**config.mk**
```make
export PLATFORM = sky130hd
export DESIGN_NAME = spike_count_decoder
export DESIGN_NICKNAME = d
export VERILOG_FILES = /design/src/rtl/snn_pkg.sv /design/src/rtl/spike_counter.sv /design/src/rtl/spike_count_decoder.sv
export SDC_FILE = /design/constraint.sdc
export NUM_CORES = 1
export LEC_CHECK = 0
export CAP_MARGIN = 20
export CORE_MARGIN = 3
export CORE_UTILIZATION = 42
export DETAILED_ROUTE_END_ITERATION = 12
export GPL_ROUTABILITY_DRIVEN = 1
export PLACE_DENSITY = 0.62
export SYNTH_ARGS = -nofsm -noshare
export SYNTH_HDL_FRONTEND = slang
export SYNTH_SLANG_ARGS = --single-unit
```
**constraint.sdc**
```tcl
create_clock -name clk -period 5.5 [get_ports clk]
set_input_delay 0.55 -clock clk [delete_from_list [all_inputs] [get_ports clk]]
set_output_delay 0.55 -clock clk [all_outputs]
set_load 0.1 [all_outputs]
```
**src/rtl/snn_pkg.sv**
```systemverilog
// Shared types and default constants for the spike-count decoder slice.
package snn_pkg;

    typedef enum logic [1:0] {
        IDLE  = 2'd0,
        COUNT = 2'd1,
        HOLD  = 2'd2
    } state_t;

    localparam int unsigned DEF_N_CH   = 2;
    localparam int unsigned DEF_WINDOW = 64;
    localparam int unsigned DEF_CNT_W  = 8;

endpackage

```
**src/rtl/spike_counter.sv**
```systemverilog
// Saturating per-channel spike counter with synchronous clear and enable.
module spike_counter #(
    parameter int unsigned CNT_W = snn_pkg::DEF_CNT_W
) (
    input  logic             clk,
    input  logic             rst_n,
    input  logic             clear,
    input  logic             en,
    input  logic             inc,
    output logic [CNT_W-1:0] count,
    output logic [CNT_W-1:0] next_count
);

    // next_count is exposed so the parent can rank the final sample without waiting a cycle
    always_comb begin
        next_count = count;
        if (inc && (count != '1)) begin
            next_count = count + CNT_W'(1);
        end
    end

    always_ff @(posedge clk) begin
        if (!rst_n) begin
            count <= '0;
        end else if (clear) begin
            count <= '0;
        end else if (en) begin
            count <= next_count;
        end
    end

endmodule

```
**src/rtl/spike_count_decoder.sv**
```systemverilog
// Counts spikes per channel over a fixed window and reports the arg-max channel.
module spike_count_decoder
    import snn_pkg::*;
#(
    parameter int unsigned N_CH   = DEF_N_CH,
    parameter int unsigned WINDOW = DEF_WINDOW,
    parameter int unsigned CNT_W  = DEF_CNT_W,
    localparam int unsigned WIN_W = 16,
    localparam int unsigned IDX_W = (N_CH > 1) ? $clog2(N_CH) : 1
) (
    input  logic                  clk,
    input  logic                  rst_n,
    input  logic                  start,
    input  logic [N_CH-1:0]       spike_in,
    output logic                  busy,
    output logic                  out_valid,
    input  logic                  out_ready,
    output logic [N_CH*CNT_W-1:0] counts,
    output logic [IDX_W-1:0]      winner,
    output logic                  tie
);

    state_t           state;
    logic [WIN_W-1:0] win_cnt;
    logic             cnt_clear;
    logic             cnt_en;
    logic [CNT_W-1:0] nxt [N_CH];
    logic [IDX_W-1:0] max_idx;
    logic             max_tie;

    assign cnt_clear = (state == IDLE) && start;
    assign cnt_en    = (state == COUNT);

    for (genvar g = 0; g < N_CH; g++) begin : g_ch
        spike_counter #(.CNT_W(CNT_W)) u_cnt (
            .clk        (clk),
            .rst_n      (rst_n),
            .clear      (cnt_clear),
            .en         (cnt_en),
            .inc        (spike_in[g]),
            .count      (counts[g*CNT_W +: CNT_W]),
            .next_count (nxt[g])
        );
    end

    // Ranked on the post-update values so the last sampled edge is included
    always_comb begin
        logic [CNT_W-1:0] best;
        best    = nxt[0];
        max_idx = '0;
        max_tie = 1'b0;
        for (int unsigned i = 1; i < N_CH; i++) begin
            if (nxt[i] > best) begin
                best    = nxt[i];
                max_idx = i[IDX_W-1:0];
                max_tie = 1'b0;
            end else if (nxt[i] == best) begin
                max_tie = 1'b1;
            end
        end
    end

    always_ff @(posedge clk) begin
        if (!rst_n) begin
            state     <= IDLE;
            win_cnt   <= '0;
            busy      <= 1'b0;
            out_valid <= 1'b0;
            winner    <= '0;
            tie       <= 1'b0;
        end else begin
            case (state)
                IDLE: begin
                    if (start) begin
                        state   <= COUNT;
                        win_cnt <= WIN_W'(WINDOW - 1);
                        busy    <= 1'b1;
                    end
                end
                COUNT: begin
                    if (win_cnt == '0) begin
                        state     <= HOLD;
                        out_valid <= 1'b1;
                        winner    <= max_idx;
                        tie       <= max_tie;
                    end else begin
                        win_cnt <= win_cnt - WIN_W'(1);
                    end
                end
                HOLD: begin
                    if (out_ready) begin
                        state     <= IDLE;
                        busy      <= 1'b0;
                        out_valid <= 1'b0;
                    end
                end
                default: begin
                    state     <= IDLE;
                    busy      <= 1'b0;
                    out_valid <= 1'b0;
                end
            endcase
        end
    end

endmodule

```
==> reports/summary.txt, run 1 <==
Critical path data required time -> 5.73 ns
Unique masters post-synth -> 46
Final #Nets -> 302
Critical path class -> reg -> reg
Largest delay share family, worst path -> compound AO/OA/AOI/OAI gates
Setup WS pre-CTS -> 2.417 ns
Die Area -> 6245 um2
Fmax -> 325.6 MHz
TritonRoute pass-1 iters -> 4
Largest family of logic cells by synthesized area -> simple AND/OR/NAND/NOR gates
Post-synthesis adder-cell area fraction -> 6.145%
Vias in the first global route -> 1,669
Ports -> 26
Post-synthesis area per instance -> 8.614 um2
Cts-stage hold buffer count -> 0
Syn Nets -> 277
Largest cells by area after synthesis -> dfxtp_1, xnor2_1, nor2_1
Die W -> 79.03 um
Die height -> 79.03 um
CP Launch Type -> register
Post-CTS Setup Bufs -> 0
Global-route wire length before repair -> 8245 um
Outcome -> complete, no violations
Post-synthesis sequential area ratio -> 33.97%
CTS sink cnt -> 38
Post-Synthesis Cells -> 260
Multi-input combinational cell area -> 1401 um2
Yosys reg bits -> 38
Mux cell area share after synthesis -> 0.8939%
Top FF cell, synth -> dfxtp_1
Clock Skew -> 0.004187 ns
Setup crit end kind -> register
Pin count of the biggest net entering global routing -> 27
Core Rows -> 25
Worst EP arrival -> 3.30 ns
Vias per std cell -> 5.108
Gr ovfl total -> 0
Clock Latency Late Sink -> 0.29 ns
Final Max Tran Viols -> 0
Total core area -> 4942 um2
Slew HR -> 34.57%
Number of synthesized flops with an enable pin -> 0
Final setup violation count -> 0
Final Cycle Share -> 55.85%
Simple-gate portion of the synthesized area -> 30.95%
Synth-to-Final Area Change -> 17.93%
Post-synth top area share -> 33.97%
Worst-path fanout max -> 15
Commonest non-fill, non-tap cell in the layout -> nor2_1
Residual DRC -> 0
Crit-path cells -> ha_1 -> nand3_1 -> o31ai_2 -> nor3_1 -> xnor2_1 -> ha_1 -> nand4_1 -> nor2_1 -> or4_1 -> o22ai_1
Critical-path top delay cell -> o31ai_2
Overall routed net length -> 4608 um
Dpl cells -> 344
Maxcap violations -> 0
CTS Buf Count -> 5
RSZ-0062 raised after global routing -> false
Lkg Pwr -> 0.9250 nW
Largest area contributor in the netlist -> dfxtp_1
Setup TNS -> 0 ns
Synth Area in Compound Gates -> 10.11%
Pwr Density -> 256.7 nW/um2
Post-synthesis xor/xnor area fraction -> 14.47%
Vias -> 1,803
Routed length per instance -> 13.05 um
Non-Filler Instances -> 353
DRT iter0 DRCs -> 110
Gr usage total -> 16.62%
Post-layout min period -> 3.072 ns
Worst-margin pin slew -> 0.9783 ns
Clk slew on worst S/H paths -> 0.08 ns
CTS tree -> built
Initial antenna violation count -> 0
Final ANT Viol Nets -> 0
Clock buffer depth -> 2
Hold_ws -> 0.4869 ns
Synth Warn # -> 0
Share of cells above drive strength 1 -> 7.343%
Ys async rst share -> 0%
Tightest Hold Check Type -> reg -> reg
Antenna Cells -> 0
Crit path buffers/inverters -> 0
H-tree depth -> 2
Final worst setup slack -> 2.428 ns
Gpl congestion -> 0.8359
Max VDD drop -> 0.1374 mV
Final hold vios -> 0
Crit-path max cell delay -> 0.85 ns
Starting Density -> 45.32%
# resized after CTS -> 0
Number of fillers in the final layout -> 487
Cell Area, Synth -> 2240 um2
Most common cell on crit path -> ha_1
Most frequent cells in the layout -> nor2_1, dfxtp_1, clkdlybuf4s50_1
DP HPWL -> 3264 um
CTS root buffer -> clkbuf_8
Reg area -> 760.7 um2
Port bufs -> 25
==> layout make-up <==
class	count	share of cell area, %
Multi-Input combinational cell	209	53.06
Clock inverter	2	0.4737
Timing Repair Buffer	27	10.80
Inverter	4	0.5685
Sequential cell	38	28.80
Tap cell	67	3.174
Clock buffer	6	3.126
==> worst reg2reg max path, delay by kind of cell, from the launching register on <==
family	cells	cell delay, ns
and+or+nand+nor	5	0.90
AOI/OAI and AO/OA	2	0.97
DFF	1	0.45
xor gates and xnor gates	1	0.18
adders and majority gates	2	0.51
==> cell families after synthesis <==
logic type / count (synthesis)
flops: 38
mux: 2
simple gates: 127
compound gates: 32
xor+xnor: 37
buf+inv: 13
fa+ha+maj: 11
==> Yosys cell counts (2+ instances only) <==
library cell / count
nand2_1: 20
nor3b_2: 2
a21oi_1: 10
or3_1: 3
clkbuf_1: 3
or4_1: 3
xor2_1: 16
and3_1: 2
o21a_1: 3
nor2_1: 39
nor4_1: 5
o31ai_2: 2
nor2b_1: 3
buf_6: 3
mux2i_1: 2
nand3b_1: 3
inv_1: 4
dfxtp_1: 38
nand4_1: 5
nand4b_1: 2
o21ai_0: 3
nand3_1: 15
o31a_1: 2
xnor2_1: 21
buf_2: 2
ha_1: 11
nand2b_1: 2
a211oi_1: 4
nor3_1: 15
==> per-layer routing <==
metal  up-vias  wire length [um]  GRT usage, %
met2        25              1927         23.40
met1       804              2486         24.02
met4         0                56         6.701
met5         -                 0             0
li1        970                 -             -
met3         4               138         4.082
==> metrics by stage <==
step                      total power [W]  utilization [%]  instance area (um2)
after detailed placement        0.0004755            50.96                 2519
final                           0.0006781            53.44                 2641
after CTS                       0.0006858            52.89                 2614
after global placement          0.0004738            50.96                 2519
after floorplan                 0.0004442                -                 2240
after global routing            0.0007246            53.44                 2641
==> registers in the layout (all words and copies together) (netlist names) <==
name,cells
g_ch.u_cnt.count,16
busy,1
tie,1
out_valid,1
winner,1
state,2
win_cnt,16
==> worst paths after layout <==
| check | cells past startpoint | slack (ns) | endpoint | startpoint |
|---|---|---|---|---|
| max reg2reg | 10 | 2.43 | winner | g_ch[0].u_cnt.count[0] |
| min reg2reg | 2 | 0.49 | out_valid | out_valid |
| max | 10 | 2.43 | winner | g_ch[0].u_cnt.count[0] |
| min | 2 | 0.49 | out_valid | out_valid |
==> power by group <==
part | internal, W | switching [W] | leakage (nW)
combinational | 0.0000628 | 0.000101 | 0.569
sequential | 0.000290 | 0.0000191 | 0.309
clock | 0.000101 | 0.000105 | 0.0472
(Power assumes the default switching activity.)
==> run 2: changes to the inputs <==
==> constraint.sdc (replaced) <==
create_clock -name clk -period 3 [get_ports clk]
set_input_delay 0.3 -clock clk [delete_from_list [all_inputs] [get_ports clk]]
set_output_delay 0.3 -clock clk [all_outputs]
set_load 0.1 [all_outputs]
==> reports/summary.txt, run 2 (synthesis results as in run 1) <==
Crit-path cells -> ha_1 -> nand3_1 -> o31ai_2 -> nor3_1 -> xor2_1 -> ha_1 -> nand4_1 -> nor2_1 -> or4_1 -> o22ai_1
Vias -> 1,879
Pwr Density -> 512.7 nW/um2
Clock buffer depth -> 2
Residual DRC -> 0
Starting Density -> 45.32%
# resized after CTS -> 0
Final worst setup slack -> 0.3879 ns
Maxcap violations -> 0
Setup crit end kind -> register
Gr ovfl total -> 0
Total core area -> 4942 um2
CTS Buf Count -> 5
Setup TNS -> 0 ns
Critical path destination -> winner
Slew HR -> 34.86%
Die height -> 79.03 um
Share of cells above drive strength 1 -> 19.72%
CTS tree -> built
Pin count of the biggest net entering global routing -> 27
Crit-path max cell delay -> 0.53 ns
Outcome -> complete, no violations
Reg2reg setup slack -> 0.39 ns
Critical-path top delay cell -> o31ai_2
Final Max Tran Viols -> 0
DP HPWL -> 3320 um
CTS sink cnt -> 38
Vias per std cell -> 5.278
Synth-to-Final Area Change -> 18.83%
Most common cell on crit path -> ha_1
Worst EP arrival -> 2.83 ns
Worst reg2reg path depth -> 10
Biggest regs -> g_ch.u_cnt.count x16, win_cnt x16, state x2
Most frequent cells in the layout -> nor2_1, dfxtp_1, buf_4
Clock Skew -> 0.009445 ns
Min-delay src -> busy
Gr usage total -> 15.47%
Gpl congestion -> 0.8694
CTS root buffer -> clkbuf_8
Reg2reg end -> winner
Clock Latency Late Sink -> 0.28 ns
Vias in the first global route -> 1,722
Final #Nets -> 305
Lkg Pwr -> 0.9988 nW
Commonest non-fill, non-tap cell in the layout -> nor2_1
Final hold vios -> 0
DRT iter0 DRCs -> 96
Worst r2r src -> g_ch[1].u_cnt.count[0]
Worst-margin pin slew -> 0.9740 ns
Clk slew on worst S/H paths -> 0.08 ns
Die Area -> 6245 um2
Overall routed net length -> 4545 um
Die W -> 79.03 um
Worst-path fanout max -> 8
Antenna Cells -> 0
TritonRoute pass-1 iters -> 4
CP Depth -> 10
Critical path class -> reg -> reg
Fmax -> 382.8 MHz
Cts-stage hold buffer count -> 0
CP Launch Type -> register
Final Cycle Share -> 87.07%
Critical path data required time -> 3.22 ns
Setup WS pre-CTS -> 0.3971 ns
H-tree depth -> 2
Hold Path Depth -> 2
Initial antenna violation count -> 0
Port bufs -> 25
Max VDD drop -> 0.2939 mV
Post-layout min period -> 2.612 ns
Crit path launch -> g_ch[1].u_cnt.count[0]
Post-CTS Setup Bufs -> 0
Largest delay share family, worst path -> simple AND/OR/NAND/NOR gates
Ports -> 26
Global-route wire length before repair -> 7776 um
RSZ-0062 raised after global routing -> false
Crit path buffers/inverters -> 0
Tightest Hold Check Type -> reg -> reg
Final ANT Viol Nets -> 0
Core Rows -> 25
Routed length per instance -> 12.77 um
Final setup violation count -> 0
[run 2: cell count changes in the layout (fill, tap and decap cells not counted)]
cell and change:
buf_4 +23, clkinv_2 -1, bufinv_16 +1, buf_16 -1, clkinvlp_4 -1, dfxtp_4 +2
clkdlybuf4s50_1 -19, clkbuf_16 +1, dfxtp_1 -14, dfxtp_2 +12
[run 2: worst register-to-register path, cell delays in order, from the launching register on]
cell	delay, ns
dfxtp_2	0.39
ha_1	0.20
nand3_1	0.12
o31ai_2	0.53
nor3_1	0.14
xor2_1	0.18
ha_1	0.30
nand4_1	0.09
nor2_1	0.07
or4_1	0.39
o22ai_1	0.12
[run 2: layout make-up]
class | instances | area [um2]
clock inverters | 1 | 30.03
multi-input cells | 209 | 1401
inverters | 4 | 15.01
flip-flops and latches | 38 | 783.3
well taps | 67 | 83.83
fillers | 475 | 2281
repair buffers | 30 | 240.2
clock buffers | 7 | 107.6
[run 2: how the worst min path moves through the flow]
stage	end	slack, ns
floorplan	win_cnt[3]	0.42
global placement	busy	0.47
detailed placement	busy	0.47
CTS	busy	0.48
global route	out_valid	0.52
finish	busy	0.48
[run 2: through the flow]
stage | hold slack, ns | std cells | total power (W) | instance area (um2) | util [%]
CTS | 0.4823 | 356 | 0.001381 | 2661 | 53.85
global placement | 0.4661 | 348 | 0.0008695 | 2524 | 51.06
global route | 0.5154 | 356 | 0.001440 | 2661 | 53.85
detailed placement | 0.4676 | 348 | 0.0008727 | 2524 | 51.06
floorplan | 0.4175 | 260 | 0.0008135 | 2262 | -
finish | 0.4783 | 356 | 0.001364 | 2661 | 53.85
[run 2: power breakdown]
group | switching [W] | internal (W) | leakage, nW | total (W)
Clock | 0.000183 | 0.000321 | 0.0696 | 0.000504
Combinational | 0.000183 | 0.000111 | 0.613 | 0.000295
Sequential | 0.0000346 | 0.000531 | 0.317 | 0.000566
Total | 0.000401 | 0.000964 | 0.999 | 0.00136
[run 2: per-layer routing]
metal,GRT usage [%],wire length (um),part of all wire (%)
met4,5.498,63,1.4
met2,25.25,2040,45
met5,0,0,0
met3,3.628,217,4.8
met1,19.92,2223,49
